==> config.mk <==
export PLATFORM = sky130hd
export DESIGN_NAME = muldiv_ex
export DESIGN_NICKNAME = d
export VERILOG_FILES = /design/src/rtl/muldiv_ex.sv
export SDC_FILE = /design/constraint.sdc
export NUM_CORES = 1
export LEC_CHECK = 0
export BUFFER_PORTS_ARGS = -buffer_cell sky130_fd_sc_hd__buf_4
export CORE_UTILIZATION = 30
export CTS_CLUSTER_SIZE = 28
export DETAILED_ROUTE_END_ITERATION = 10
export HOLD_SLACK_MARGIN = 0.03
export PLACE_DENSITY_LB_ADDON = 0.25
export SYNTH_ARGS = -nofsm -noshare
export SYNTH_HDL_FRONTEND = slang
export SYNTH_SLANG_ARGS = --single-unit
==> constraint.sdc <==
create_clock -name clk -period 4.1 [get_ports clk]
set_clock_uncertainty 0.1 [all_clocks]
set_input_delay 0 -clock clk [delete_from_list [all_inputs] [get_ports clk]]
set_output_delay 0 -clock clk [all_outputs]
set_load 0.02 [all_outputs]
==> src/rtl/muldiv_ex.sv <==
// Iterative 32x32 multiply / divide unit for the EX stage: 32 radix-2 steps
// followed by one sign-fix cycle, with pipeline stall generation for HI/LO hazards.
//
//   state | meaning
//   IDLE  | waiting for Start; MtHi/MtLo may write HI/LO
//   RUN   | one shift-add or restoring-divide step per cycle
//   FIX   | sign correction and HI/LO write-back, Done on next cycle
module muldiv_ex (
    input  logic        clk,
    input  logic        reset,
    input  logic        Start,
    input  logic [1:0]  Op,
    input  logic [31:0] RsData_ex,
    input  logic [31:0] RtData_ex,
    input  logic        MtHi,
    input  logic        MtLo,
    input  logic        MfHi,
    input  logic        MfLo,
    output logic [31:0] HI,
    output logic [31:0] LO,
    output logic        Busy,
    output logic        Done,
    output logic        Stall_md
);

    typedef enum logic [1:0] {
        IDLE = 2'd0,
        RUN  = 2'd1,
        FIX  = 2'd2
    } state_t;

    state_t      state;
    state_t      state_next;

    logic [5:0]  count;
    logic        is_div;
    logic        sign_a;
    logic        sign_b;
    logic        div_zero;
    logic [31:0] opnd;
    logic [63:0] acc;

    logic        in_signed;
    logic [31:0] abs_a;
    logic [31:0] abs_b;
    logic [32:0] mul_sum;
    logic [63:0] mul_next;
    logic [32:0] div_trial;
    logic [63:0] div_next;
    logic [63:0] prod_fix;
    logic [31:0] quot_fix;
    logic [31:0] rem_fix;

    assign in_signed = ~Op[0];
    assign abs_a     = (in_signed && RsData_ex[31]) ? (32'd0 - RsData_ex) : RsData_ex;
    assign abs_b     = (in_signed && RtData_ex[31]) ? (32'd0 - RtData_ex) : RtData_ex;

    // Multiply: acc = {partial product, remaining multiplier bits}, shifted right each step.
    assign mul_sum  = {1'b0, acc[63:32]} + (acc[0] ? {1'b0, opnd} : 33'd0);
    assign mul_next = {mul_sum, acc[31:1]};

    // Divide: acc = {partial remainder, dividend bits shifting out / quotient bits shifting in}.
    assign div_trial = {acc[63:32], acc[31]} - {1'b0, opnd};
    assign div_next  = div_trial[32] ? {acc[62:0], 1'b0}
                                     : {div_trial[31:0], acc[30:0], 1'b1};

    assign prod_fix = (sign_a ^ sign_b) ? (64'd0 - acc) : acc;
    assign quot_fix = (sign_a ^ sign_b) ? (32'd0 - acc[31:0]) : acc[31:0];
    assign rem_fix  = sign_a ? (32'd0 - acc[63:32]) : acc[63:32];

    assign Busy     = (state != IDLE);
    assign Stall_md = Busy & (Start | MfHi | MfLo | MtHi | MtLo);

    always_ff @(posedge clk) begin
        if (reset) begin
            state <= IDLE;
        end else begin
            state <= state_next;
        end
    end

    always_comb begin
        state_next = state;
        case (state)
            IDLE:    if (Start) state_next = RUN;
            RUN:     if (count == 6'd31) state_next = FIX;
            FIX:     state_next = IDLE;
            default: state_next = IDLE;
        endcase
    end

    always_ff @(posedge clk) begin
        if (reset) begin
            HI       <= 32'd0;
            LO       <= 32'd0;
            Done     <= 1'b0;
            count    <= 6'd0;
            is_div   <= 1'b0;
            sign_a   <= 1'b0;
            sign_b   <= 1'b0;
            div_zero <= 1'b0;
            opnd     <= 32'd0;
            acc      <= 64'd0;
        end else begin
            Done <= 1'b0;
            case (state)
                IDLE: begin
                    if (Start) begin
                        is_div   <= Op[1];
                        sign_a   <= in_signed & RsData_ex[31];
                        sign_b   <= in_signed & RtData_ex[31];
                        div_zero <= (RtData_ex == 32'd0);
                        count    <= 6'd0;
                        if (Op[1]) begin
                            opnd <= abs_b;
                            acc  <= {32'd0, abs_a};
                        end else begin
                            opnd <= abs_a;
                            acc  <= {32'd0, abs_b};
                        end
                    end else begin
                        if (MtHi) HI <= RsData_ex;
                        if (MtLo) LO <= RsData_ex;
                    end
                end
                RUN: begin
                    acc   <= is_div ? div_next : mul_next;
                    count <= count + 6'd1;
                end
                FIX: begin
                    Done <= 1'b1;
                    if (is_div) begin
                        // With a zero divisor the remainder path already reproduces the dividend.
                        HI <= rem_fix;
                        LO <= div_zero ? 32'hFFFF_FFFF : quot_fix;
                    end else begin
                        HI <= prod_fix[63:32];
                        LO <= prod_fix[31:0];
                    end
                end
                default: ;
            endcase
        end
    end

endmodule

# Yosys cells after proc, flatten, opt, wreduce, memory -nomap -nowiden
# Index checks and enable logic that the tools add are counted.
# classes
add_sub_neg	8
mul	0
div_mod_pow	0
magnitude_cmp	0
n_eq_ne	8
n_shift	0
mux	27
n_bitwise	9
reduce_logical	12
# ops
cell	n
32-bit two-way mux	14
64-bit two-way mux	4
32-bit one-hot mux with 2 select lines	2
64-bit one-hot mux with 2 select lines	1
1-bit by 32-bit subtractor with 32-bit output (first input constant)	4
1-bit by 64-bit subtractor with 64-bit output (first input constant)	1
32-bit by 32-bit adder with 33-bit output	1
33-bit by 32-bit subtractor with 33-bit output	1
32-bit zero test	1
6-bit one-hot mux with 2 select lines	1
2-bit != test (second input constant)	5
6-bit by 1-bit adder with 6-bit output (second input constant)	1
6-bit by 5-bit == test with 1-bit output (second input constant)	1
6-bit two-way mux	1
2-bit AND reduction	3
3-bit AND reduction	2
2-bit nonzero test	3
2-bit two-way mux	2
1-bit bitwise OR	4
2-bit one-hot mux with 2 select lines	1
1-bit AND	3
2-bit by 1-bit == test with 1-bit output (second input constant)	1
2-bit == test (second input constant)	1
1-bit logical AND	2
4 further kinds	4
# totals
regBits	173
latch_bits	0
ramBits	0
mem_bits_ro	0
word_cells	75
mem_count	0

# Logic depth before layout (Yosys ltp)
# depth
word_depth	6
depth_mapped	15
depth_no_buf	13

# Worst setup path after synthesis
# No wires, ideal clock.
# synth_timing
kind	reg-to-reg
start	register acc[31]
end	register acc[36]
arrival_time_ns	3.240
slack_ns	0.630
path_stages_with_launch	15
path_buffers	3
cell_sequence	dfxtp_1 -> clkbuf_1 -> inv_1 -> ha_1 -> fa_1 -> nand2b_1 -> a211oi_1 -> o21ai_0 -> a31oi_1 -> o21ai_1 -> xnor2_1 -> clkbuf_1 -> buf_2 -> mux2i_1 -> o21ai_0
# synth_via
elab_chain_len	4
# synth_rtl
element	line_no	text
start, declared	41	logic [63:0] acc;
start signal, assigned	116	acc <= {32'd0, abs_a};
start signal, assigned	119	acc <= {32'd0, abs_b};
start signal, assigned	127	acc <= is_div ? div_next : mul_next;
33-bit by 32-bit subtractor with 33-bit output	63	assign div_trial = {acc[63:32], acc[31]} - {1'b0, opnd};
64-bit two-way mux	64	assign div_next = div_trial[32] ? {acc[62:0], 1'b0}
64-bit two-way mux	127	
64-bit one-hot mux with 2 select lines	106	case (state)
# No other way between the ends.
# A chain may end at the register's enable or synchronous reset.

# Worst setup path in the final report
# layout_timing
start	input port RtData_ex[3]
end	register opnd[31]
# layout_via
elab_chain_len	3
# layout_rtl
element	line_no	text
start, declared	14	input logic [31:0] RtData_ex,
1-bit by 32-bit subtractor with 32-bit output	56	assign abs_b = (in_signed && RtData_ex[31]) ? (32'd0 - RtData_ex) : RtData_ex;
32-bit two-way mux	56	
32-bit two-way mux	114	if (Op[1]) begin
end signal, assigned	115	opnd <= abs_b;
end signal, assigned	118	opnd <= abs_a;
end, declared	40	logic [31:0] opnd;
# No other way between the ends.

==> flow_summary.ini <==
[setup_path]
crit_path_max_fanout = 6
crit_path_start = RtData_ex[3]
reg2reg_depth = 12
critPathKind = in -> reg
crit_path_end = opnd[31]$_SDFFE_PP0P_
reg2reg_setup_slack_ns = 0.41
rr_startpoint = acc[31]$_SDFFE_PP0P_
r2r_end = acc[44]$_SDFFE_PP0P_
required_ns = 4.41
worstSetupEndpointType = flip-flop
startpoint_type = input pin
crit_arrival_ns = 4.24

[die]
pin_count = 140
core_area_sq_um = 46600
num_rows = 79
die_x_um = 219
start_util_pct = 30.4
die_h_um = 219
die-area_sq_um = 48100

[timing]
max_freq_mhz = 255
tightest_slew_ns = 1.20
worst_slack_ns = 0.175
min_period_over_period_pct = 95.7
finalHoldViolCount = 0
drv_slew = 0
rsz0062_at_grt = no
finalSetupViolCount = 0
fin_crit_ns = 3.93
whs_ns = 0.0423
setup_tns_ns = 0
slew_headroom_pct = 20.2

[routing]
viasPerCell = 5.79
vias = 15336
wl_per_cell_um = 22.1
wl_um = 58500
drt_iter0_markers = 1602
firstDrtPassIters = 10
drtAntennaViolNets = 0
drc = 0

[synth]
yosysSeqAreaShare_pct = 24.5
syn_area_sq_um = 14200
async_flop_share_pct = 0
yosys_register_bits = 173
yosys_most_used_dff = dfxtp_1
synth_enable_flop_cells = 0
syn_area_per_cell_sq_um = 7.51
yosysUniqueCellTypes = 74
synth_nets = 2030
ys_warn_count = 0
syn_inst = 1886

[global_route]
grtUsageMet3_pct = 3.37
grt_most_used_layer = met2
grt_start_max_net_pins = 84
grt_pass1_wl_um = 88100
antenna_found_initial = 0
grt_pass1_vias = 14394
grt.total_usage_pct = 24.1
use_met2_pct = 37.4
grt_util_met1_pct = 33.9
grt-ovfl-total = 0

[cts]
clk_pin_slew_ns = 0.09
cts_setup_buffers = 0
cts_resized = 0
cts.sinks = 173
clkLatencyLatePin_ns = 0.47
numCtsBuffers = 17
cts.path.max_buffers = 2
htree_num_levels = 4
cts_tree = built
cts-root-buf = clkbuf_16

[finish]
area_delta_synth_final_pct = 20.5
layout-drive-gt1-share_pct = 12.6
n_antenna_cell = 0
nets = 2171
fin_util_pct = 36.6
stdcell_count = 2647
final_cell_mix = 214 x nor2_1, 190 x buf_4, 186 x a21oi_1
layout_commonest_cell = nor2_1

[pwr]
p_per_area_nw_per_um2 = 321
leakage_nw = 6.84
ir_drop_mv = 0.270

[placed_design]
dp_cells = 2557
port_buffers = 139
gp_routability_congestion = 0.930
hpwl_um = 44800
pre_cts_ws_ns = 0.518

[flow_run]
maxCapViolCount = 0

[hold_path]
hold_path.class = in -> reg

[status]
status = finished clean
synth_stat cells, types with 11 or more instances:
master | instances | area share [%]
dfxtp_1 | 173 | 24
nor3_1 | 38 | 1.3
nand2_1 | 165 | 4.4
o21ai_0 | 112 | 4.0
xor2_1 | 86 | 5.3
inv_1 | 62 | 1.6
clkbuf_1 | 109 | 2.9
a211oi_1 | 63 | 3.3
nor2_1 | 215 | 5.7
nand3_1 | 31 | 1.1
a222oi_1 | 31 | 2.2
o221ai_1 | 15 | 0.93
o21a_1 | 11 | 0.58
a21oi_1 | 186 | 6.6
a22oi_1 | 54 | 2.9
a21o_1 | 21 | 1.1
ha_1 | 69 | 6.1
mux2i_1 | 57 | 4.0
o211ai_1 | 27 | 1.4
a31oi_1 | 30 | 1.3
or3_1 | 22 | 0.97
o31ai_1 | 19 | 1.0
xnor2_1 | 90 | 5.6
nand2b_1 | 14 | 0.62
logic make-up (layout without fill, tap and decap cells):
kind of cell             Yosys count  after routing  synth area share [%]
XOR/XNOR                         176            176                  10.9
multiplexers                      62             62                  4.43
buffers and inverters            190            344                  5.20
AND/OR/NAND/NOR                  570            570                  18.8
flip-flops                       173            173                  24.5
AO/OA/AOI/OAI                    644            644                  29.9
adder cells (fa/ha/maj)           71             71                  6.38
registers in the layout, summed over array words and instances, names as in the netlist:
name	cells
acc	64
HI	32
LO	32
opnd	32
count	6
state	2
Done	1
div_zero	1
is_div	1
sign_a	1
sign_b	1
repair_timing:
item                       4_1_cts  5_1_grt
hold buffers                    58        0
setup endpoints to repair        0        0
hold endpoints to repair       100        0
routing by layer:
layer	share of wire, %	wire length, um	up-vias
met5	0	0	-
met2	45	26400	599
met4	3.3	1940	0
met1	45	26400	7412
met3	6.4	3750	84
li1	-	-	7241
through the flow:
| stage | cell area (sq um) | power (mW) |
|---|---|---|
| after floorplan | 14200 | 3.13 |
| after global placement | 15900 | 3.75 |
| after detailed placement | 15900 | 3.75 |
| after CTS | 17100 | 5.46 |
| after global routing | 17100 | 5.72 |
| final | 17100 | 5.47 |
cell type report:
class,instances,area [sq um]
flip-flops and latches,173,3460
clock buffers,17,425
well taps,607,759
clock inverters,15,149
inverters,63,236
repair buffers,249,2030
fillers,4883,29500
multi-input cells,1523,9990
how the worst min path moves through the flow:
stage,startpoint,end,slack [ns],depth (start not counted)
after global placement,RsData_ex[27],HI[27]$_SDFFE_PP0P_,0.20,3
after detailed placement,RsData_ex[27],HI[27]$_SDFFE_PP0P_,0.23,3
after global routing,RtData_ex[2],opnd[2]$_SDFFE_PP0P_,0.07,5
after CTS,RtData_ex[2],opnd[2]$_SDFFE_PP0P_,0.03,5
final,RtData_ex[2],opnd[2]$_SDFFE_PP0P_,0.04,5
after floorplan,RsData_ex[0],HI[0]$_SDFFE_PP0P_,0.05,2
where the power goes:
group	switching (mW)	internal (mW)
clock network	0.859	0.814
registers	0.134	1.78
logic	1.15	0.737
critical path: stages:
cell,delay [ns]
dlygate4sd3_1,0.54
buf_4,0.15
or3_1,0.42
nor4_1,0.83
nand2_1,0.39
nor4_4,0.28
a21oi_1,0.16
nand3b_1,0.17
dlygate4sd3_1,0.59
a31oi_1,0.15
dlygate4sd3_1,0.56
Power figures use the tool's default switching activity.
